`config.mk`:
```
export PLATFORM = sky130hd
export DESIGN_NAME = uart_apb_arbiter
export DESIGN_NICKNAME = d
export VERILOG_FILES = /design/src/rtl/uart_apb_arbiter.sv
export SDC_FILE = /design/constraint.sdc
export NUM_CORES = 1
export LEC_CHECK = 0
export ABC_CLOCK_PERIOD_IN_PS = 5300
export CAP_MARGIN = 25
export CORE_MARGIN = 4
export CORE_UTILIZATION = 40
export CTS_CLUSTER_DIAMETER = 120
export DETAILED_ROUTE_END_ITERATION = 12
export PLACE_DENSITY = 0.83
export SLEW_MARGIN = 20
export SYNTH_ARGS = -nofsm -noshare
export SYNTH_HDL_FRONTEND = slang
export SYNTH_SLANG_ARGS = --single-unit
```
`constraint.sdc`:
```
create_clock -name pClk -period 5.3 [get_ports pClk]
set_input_delay 0.795 -clock pClk [delete_from_list [all_inputs] [get_ports pClk]]
set_output_delay 0.795 -clock pClk [all_outputs]
set_load 0.05 [all_outputs]
```
`src/rtl/uart_apb_arbiter.sv`:
```
// Two-requester round-robin APB master for the UART register block.
// Writes to the TX data register are paced by a gap counter.
module uart_apb_arbiter #(
    parameter int          ADDR_W  = 32,
    parameter int          DATA_W  = 32,
    parameter int unsigned TX_ADDR = 0,
    parameter int unsigned TX_GAP  = 104160
) (
    input  logic              pClk,
    input  logic              pReset,
    input  logic              req0,
    input  logic              wr0,
    input  logic [ADDR_W-1:0] addr0,
    input  logic [DATA_W-1:0] wdata0,
    output logic              ack0,
    input  logic              req1,
    input  logic              wr1,
    input  logic [ADDR_W-1:0] addr1,
    input  logic [DATA_W-1:0] wdata1,
    output logic              ack1,
    output logic [DATA_W-1:0] rdata,
    output logic              pSel,
    output logic              pEnable,
    output logic              pWrite,
    output logic [ADDR_W-1:0] pAddr,
    output logic [DATA_W-1:0] pWdata,
    input  logic [DATA_W-1:0] pReadData,
    output logic              tx_gap_busy
);

    localparam int GW = (TX_GAP > 0) ? $clog2(TX_GAP + 1) : 1;
    localparam logic [GW-1:0] GAP_LD = GW'(TX_GAP);
    localparam logic [ADDR_W-1:0] TXA = ADDR_W'(TX_ADDR);

    localparam logic [1:0] ST_IDLE   = 2'd0;
    localparam logic [1:0] ST_SETUP  = 2'd1;
    localparam logic [1:0] ST_ACCESS = 2'd2;
    localparam logic [1:0] ST_ACK    = 2'd3;

    logic [1:0]        state_q, state_d;
    logic              grant_q, grant_d;
    logic              pwrite_q, pwrite_d;
    logic [ADDR_W-1:0] paddr_q, paddr_d;
    logic [DATA_W-1:0] pwdata_q, pwdata_d;
    logic [DATA_W-1:0] rdata_q, rdata_d;
    logic [GW-1:0]     gap_q, gap_d;
    logic              elig0, elig1, pick;

    assign tx_gap_busy = (gap_q != '0);

    // A TX-data write is only held back while the pacing window is open
    assign elig0 = req0 && !(wr0 && addr0 == TXA && tx_gap_busy);
    assign elig1 = req1 && !(wr1 && addr1 == TXA && tx_gap_busy);

    always_comb begin
        state_d  = state_q;
        grant_d  = grant_q;
        pwrite_d = pwrite_q;
        paddr_d  = paddr_q;
        pwdata_d = pwdata_q;
        rdata_d  = rdata_q;
        gap_d    = tx_gap_busy ? gap_q - 1'b1 : '0;
        pick     = (elig0 && elig1) ? ~grant_q : elig1;
        case (state_q)
            ST_IDLE: begin
                if (elig0 || elig1) begin
                    grant_d  = pick;
                    pwrite_d = pick ? wr1 : wr0;
                    paddr_d  = pick ? addr1 : addr0;
                    pwdata_d = pick ? wdata1 : wdata0;
                    state_d  = ST_SETUP;
                end
            end
            ST_SETUP: state_d = ST_ACCESS;
            ST_ACCESS: begin
                if (!pwrite_q) begin
                    rdata_d = pReadData;
                end else if (paddr_q == TXA) begin
                    gap_d = GAP_LD;
                end
                pwdata_d = '0;
                state_d  = ST_ACK;
            end
            default: state_d = ST_IDLE;
        endcase
    end

    always_ff @(posedge pClk or negedge pReset) begin
        if (!pReset) begin
            state_q  <= ST_IDLE;
            grant_q  <= 1'b1;
            pwrite_q <= 1'b0;
            paddr_q  <= '0;
            pwdata_q <= '0;
            rdata_q  <= '0;
            gap_q    <= '0;
        end else begin
            state_q  <= state_d;
            grant_q  <= grant_d;
            pwrite_q <= pwrite_d;
            paddr_q  <= paddr_d;
            pwdata_q <= pwdata_d;
            rdata_q  <= rdata_d;
            gap_q    <= gap_d;
        end
    end

    assign pSel    = (state_q == ST_SETUP) || (state_q == ST_ACCESS);
    assign pEnable = (state_q == ST_ACCESS);
    assign pWrite  = pwrite_q;
    assign pAddr   = paddr_q;
    assign pWdata  = pwdata_q;
    assign rdata   = rdata_q;
    assign ack0    = (state_q == ST_ACK) && !grant_q;
    assign ack1    = (state_q == ST_ACK) && grant_q;

endmodule

```
---- Word-level counts from Yosys, hierarchy flattened ----
Cells that the tools add are included.
storage, ports and cells
  register bits ........................... 117
  input bits .............................. 166
  output and inout port bits .............. 102
  logic and storage cells ................. 49
operators by class
  $add $sub $neg .......................... 1
  eq/ne operators ......................... 4
  muxes and demuxes ....................... 12
  bitwise gates (word level) .............. 2
  reductions and logical operators ........ 23
operators with widths
  kind                     number
  $logic_not A32 Y1        3
  $mux W32                 3
  $mux W17                 4
  $pmux W32 S2             1
  $reduce_bool A17 Y1      1
  $sub A17 B1 Y17 const B  1
  $logic_and A1 B1 Y1      9
  $pmux W2 S3              1
  $reduce_and A2 Y1        3
  $eq A2 B2 Y1 const B     2
  $logic_not A1 Y1         3
  $eq A2 B1 Y1 const B     1
  $logic_not A2 Y1         1
  $logic_or A1 B1 Y1       2
  $mux W1                  2
  $mux W2                  1
  $ne A2 B2 Y1 const B     1
  $not A1 Y1               2
  $reduce_bool A2 Y1       1

---- Longest topological paths before layout ----
  depth after elaboration ................. 10
  gate-level depth with buffers ........... 11
  mapped depth without buffers ............ 8

---- Worst setup path before layout ----
Ideal clock, no wire load.
  path kind ............................... input to register
  from .................................... input addr1[30]
  to ...................................... register pwdata_q[10] (netlist: pWdata[10])
  arrival time ............................ 2638 ps
  slack ................................... 2537 ps
  cell stages on the path ................. 9
  buffers on the path ..................... 3
  cells stage by stage .................... nor4_1 -> nand4_1 -> or4b_1 -> o211a_1 -> buf_6 -> and3b_1 -> buf_6 -> buf_6 -> a221o_1
on the way
  cells in the longest elaborated chain, start to end .. 10
  elaborated cells on any way between the ends .. 13
  classes of those cells .................. 1 x eq/ne; 4 x mux; 8 x reduce/logical
ends and longest elaborated chain
  item                                  RTL line  text
  start: declaration                    18        input logic [ADDR_W-1:0] addr1,
  $logic_not A32 Y1 (*)                 53        assign elig1 = req1 && !(wr1 && addr1 == TXA && tx_gap_busy);
  $logic_and A1 B1 Y1 (*) (2 in a row)  53
  $logic_not A1 Y1 (*)                  53
  $logic_and A1 B1 Y1 (*)               53
  $logic_and A1 B1 Y1                   63        pick = (elig0 && elig1) ? ~grant_q : elig1;
  $mux W1                               63
  $mux W32                              70        pwdata_d = pick ? wdata1 : wdata0;
  $mux W32                              66        if (elig0 || elig1) begin
  $pmux W32 S2                          64        case (state_q)
  end signal: assignment                102       pwdata_q <= pwdata_d;
  end: declaration                      44        logic [DATA_W-1:0] pwdata_q, pwdata_d;
Mark *: on every way between the ends. The rest lies on a longest branch, timed or not. The select of a mux whose other input is x is not followed.
A chain may end at the register's enable or synchronous reset.

---- Worst setup path after layout ----
  from .................................... input addr0[2]
  to ...................................... register pwdata_q[13] (netlist: pWdata[13])
on the way
  cells in the longest elaborated chain, start to end .. 10
  elaborated cells on any way between the ends .. 13
  classes of those cells .................. 1 x eq/ne; 4 x mux; 8 x reduce/logical
ends and longest elaborated chain
  item                                  RTL line  text
  start: declaration                    13        input logic [ADDR_W-1:0] addr0,
  $logic_not A32 Y1 (*)                 52        assign elig0 = req0 && !(wr0 && addr0 == TXA && tx_gap_busy);
  $logic_and A1 B1 Y1 (*) (2 in a row)  52
  $logic_not A1 Y1 (*)                  52
  $logic_and A1 B1 Y1 (*)               52
  $logic_and A1 B1 Y1                   63
  $mux W1                               63
  $mux W32                              70
  $mux W32                              66
  $pmux W32 S2                          64
Marked as above.

==> impl_metrics.csv <==
group,metric,value,unit
timing,tns,0,ns
timing,finalClockSkew,0.008397,ns
run,maxCapViolCount,0,
detailed_routing,viasPerCell,5.280,
setup_path,slowest_delay,0.81,ns
floorplan,start_util,0.4116,
logic_synthesis,syn-num-nets,683,
detailed_routing,via_count,5079,
floorplan,fp.dieW,125.0,um
cts,cts_hold_buf,0,
layout,final_nets,944,
layout,area_growth,62.00,%
global_route,grtUsageTotal,0.2194,
logic_synthesis,postSynthAreaPerCell,10.69,um^2
timing,rsz0062_at_grt,"no",
cts,cts.sinks,117,
cts,cts_buffer_depth,2,
timing,maxSlewViolCount,0,
power,leakagePower,3.815,nW
placement,placed_area,8288,um^2
setup_path,path_cells,"clkdlybuf4s50_1 > nor4_1 > nand4_1 > nor4b_1 > o22ai_4 > and3b_1 > buf_8 > a221o_1",
timing,setup_violations,0,
cts,clk_latency,0.41,ns
timing,fmax,0.2448,GHz
power,power.density,646.2,nW/um^2
floorplan,io_pins,268,
layout,stdcell_area,8866,um^2
logic_synthesis,yosysUniqueCellTypes,38,
layout,drive_above_1_share,0.1005,
logic_synthesis,yosys_warnings,0,
logic_synthesis,synthCells,512,
setup_path,crit_path_start_kind,"input port",
cts,cts_tree,"built",
layout,diodes,0,
floorplan,die-area,15620,um^2
global_route,grt_pass1_wl,27810,um
placement,dp_hpwl,13420,um
logic_synthesis,synthesis.area,5473,um^2
cts,cts_resized,0,
detailed_routing,drt_wl_total,17460,um
detailed_routing,wire_per_inst,18.15,um
timing,fin_crit,4.084,ns
detailed_routing,ant_nets,0,
floorplan,num_rows,42,
timing,hold_viol_final,0,
placement,gp_congestion,0.9230,
setup_path,worst_ep_required_time,5.58,ns
setup_path,worstPathMaxFanout,37,
detailed_routing,drc,0,
cts,clkSlewWorstSetupHoldPaths,0.05,ns
timing,min_period_over_period,0.7707,
power,ir_drop,0.5709,mV
detailed_routing,dr.pass1.iters,5,
layout,layout_commonest_cell,"clkdlybuf4s50_1",
timing,max_slew_margin,0.3380,
setup_path,path_class,"in -> reg",
global_route,grt-ovfl-total,0,
timing,timing.hold.ws,0.4716,ns
global_route,grt_pass1_vias,5411,
outcome,status,"finished clean",
setup_path,cp.arrival,4.37,ns
timing,worst_slew_pin_slew,0.9930,ns
floorplan,core-area,13300,um^2
cts,htree_levels,4,
placement,io_buffers,267,
setup_path,path_buf_inv,2,
setup_path,cp_top_family,"simple AND/OR/NAND/NOR gates",
global_route,grt_start_max_net_pins,67,
min_path,hp-class,"in -> async",
cts,cts_root_buf,"clkbuf_16",
floorplan,dieHeight,125.0,um
cts,numCtsBuffers,17,
detailed_routing,drt-initial-drc-count,202,
global_route,antenna_found_initial,0,
cts,post-cts-setup-buffers,0,
logic_synthesis,yosysSeqAreaShare,0.5352,
setup_path,slowest_stage,"nor4b_1",
logic_synthesis,ys_seq_elements,117,
layout,layout_common_cells,"clkdlybuf4s50_1, dfrtp_1, nor2_1",
setup_path,crit_path_end_kind,"flip-flop",
## cell usage after synthesis
master / count / share of area
a21oi_1: 34 / 0.031
or3_1: 1 / 0.0011
dfrtp_1: 116 / 0.53
and3b_1: 1 / 0.0016
xor2_1: 9 / 0.014
and4b_1: 1 / 0.0018
or4b_1: 1 / 0.0018
a221o_1: 32 / 0.059
clkbuf_1: 11 / 0.0075
o21ai_0: 1 / 0.00091
o31ai_1: 1 / 0.0014
nor2_1: 84 / 0.058
buf_1: 6 / 0.0041
mux2_2: 33 / 0.068
ha_1: 5 / 0.011
buf_6: 5 / 0.010
o211a_1: 1 / 0.0018
nor4_2: 2 / 0.0046
o221ai_1: 1 / 0.0016
mux2i_1: 33 / 0.060
nand2b_1: 1 / 0.0011
nor2b_1: 3 / 0.0034
and2_1: 1 / 0.0011
o22ai_1: 2 / 0.0023
nor4_1: 22 / 0.025
xnor2_1: 4 / 0.0064
inv_1: 6 / 0.0041
o41ai_1: 1 / 0.0016
nand4_1: 5 / 0.0057
buf_2: 9 / 0.0082
nor3b_2: 1 / 0.0023
buf_4: 1 / 0.0014
nor4b_1: 4 / 0.0064
nor4_4: 1 / 0.0039
dfstp_2: 1 / 0.0048
nor3_1: 5 / 0.0046
nand2_1: 62 / 0.043
nand3_1: 5 / 0.0046
## final timing paths
check | from | end | slack (ns) | depth (start not counted)
setup reg to reg | gap_q[0]$_DFF_PN0_ | pWdata[13]$_DFFE_PN0P_ | 1.41 | 9
hold / removal | pReset | rdata[4]$_DFFE_PN0P_ | 0.47 | 1
max in group asynchronous | pReset | pAddr[19]$_DFFE_PN0P_ | 3.61 | 2
setup / recovery | addr0[2] | pWdata[13]$_DFFE_PN0P_ | 1.22 | 8
hold reg to reg | gap_q[0]$_DFF_PN0_ | gap_q[0]$_DFF_PN0_ | 0.48 | 1
min in group pClk | gap_q[0]$_DFF_PN0_ | gap_q[0]$_DFF_PN0_ | 0.48 | 1
## stage by stage
stage,instances,total power [mW],setup WS (ns),utilization
6_report,962,5.729,1.216,0.6669
5_1_grt,962,5.984,1.042,0.6669
4_1_cts,962,5.771,1.228,0.6669
3_5_place_dp,930,4.642,0.8009,0.6234
3_3_place_gp,927,4.542,0.8150,0.6200
2_1_floorplan,512,3.535,2.537,-
## report_power, final
part | leakage, nW | switching [mW] | internal (mW)
combinational | 2.09 | 2.00 | 1.13
sequential | 1.43 | 0.235 | 1.26
clock | 0.293 | 0.383 | 0.723
## area by class of cell
type,instances,area [um^2]
clock buffer,22,474.2
clock inverter,10,103.9
fill,1032,4429
inverter,6,22.52
multi-input combinational,357,2371
sequential,117,2929
tap,176,220.2
timing repair buffer,274,2745
## sequential cells by signal (all words and copies together) (netlist names)
register  flops
gap_q        17
grant_q       1
pAddr        32
pWdata       32
pWrite        1
rdata        32
state_q       2
## logic make-up after synthesis
kind of cell / Yosys count / share of synthesized area
muxes: 66 / 0.1283
xor gates and xnor gates: 13 / 0.02080
adders and majority gates: 5 / 0.01143
and+or+nand+nor: 200 / 0.1694
AOI/OAI and AO/OA: 73 / 0.09922
DFF: 117 / 0.5352
buffers and inverters: 38 / 0.03566
## layer usage
layer  GRT usage  vias up  wire (um)
met5           0        -          0
met4     0.09311        0        546
met3     0.06141       37       1224
met2      0.3698      229       8771
met1      0.2646     2456       6921
li1            -     2357          -
Note: power is estimated with default switching activity, not from simulation.
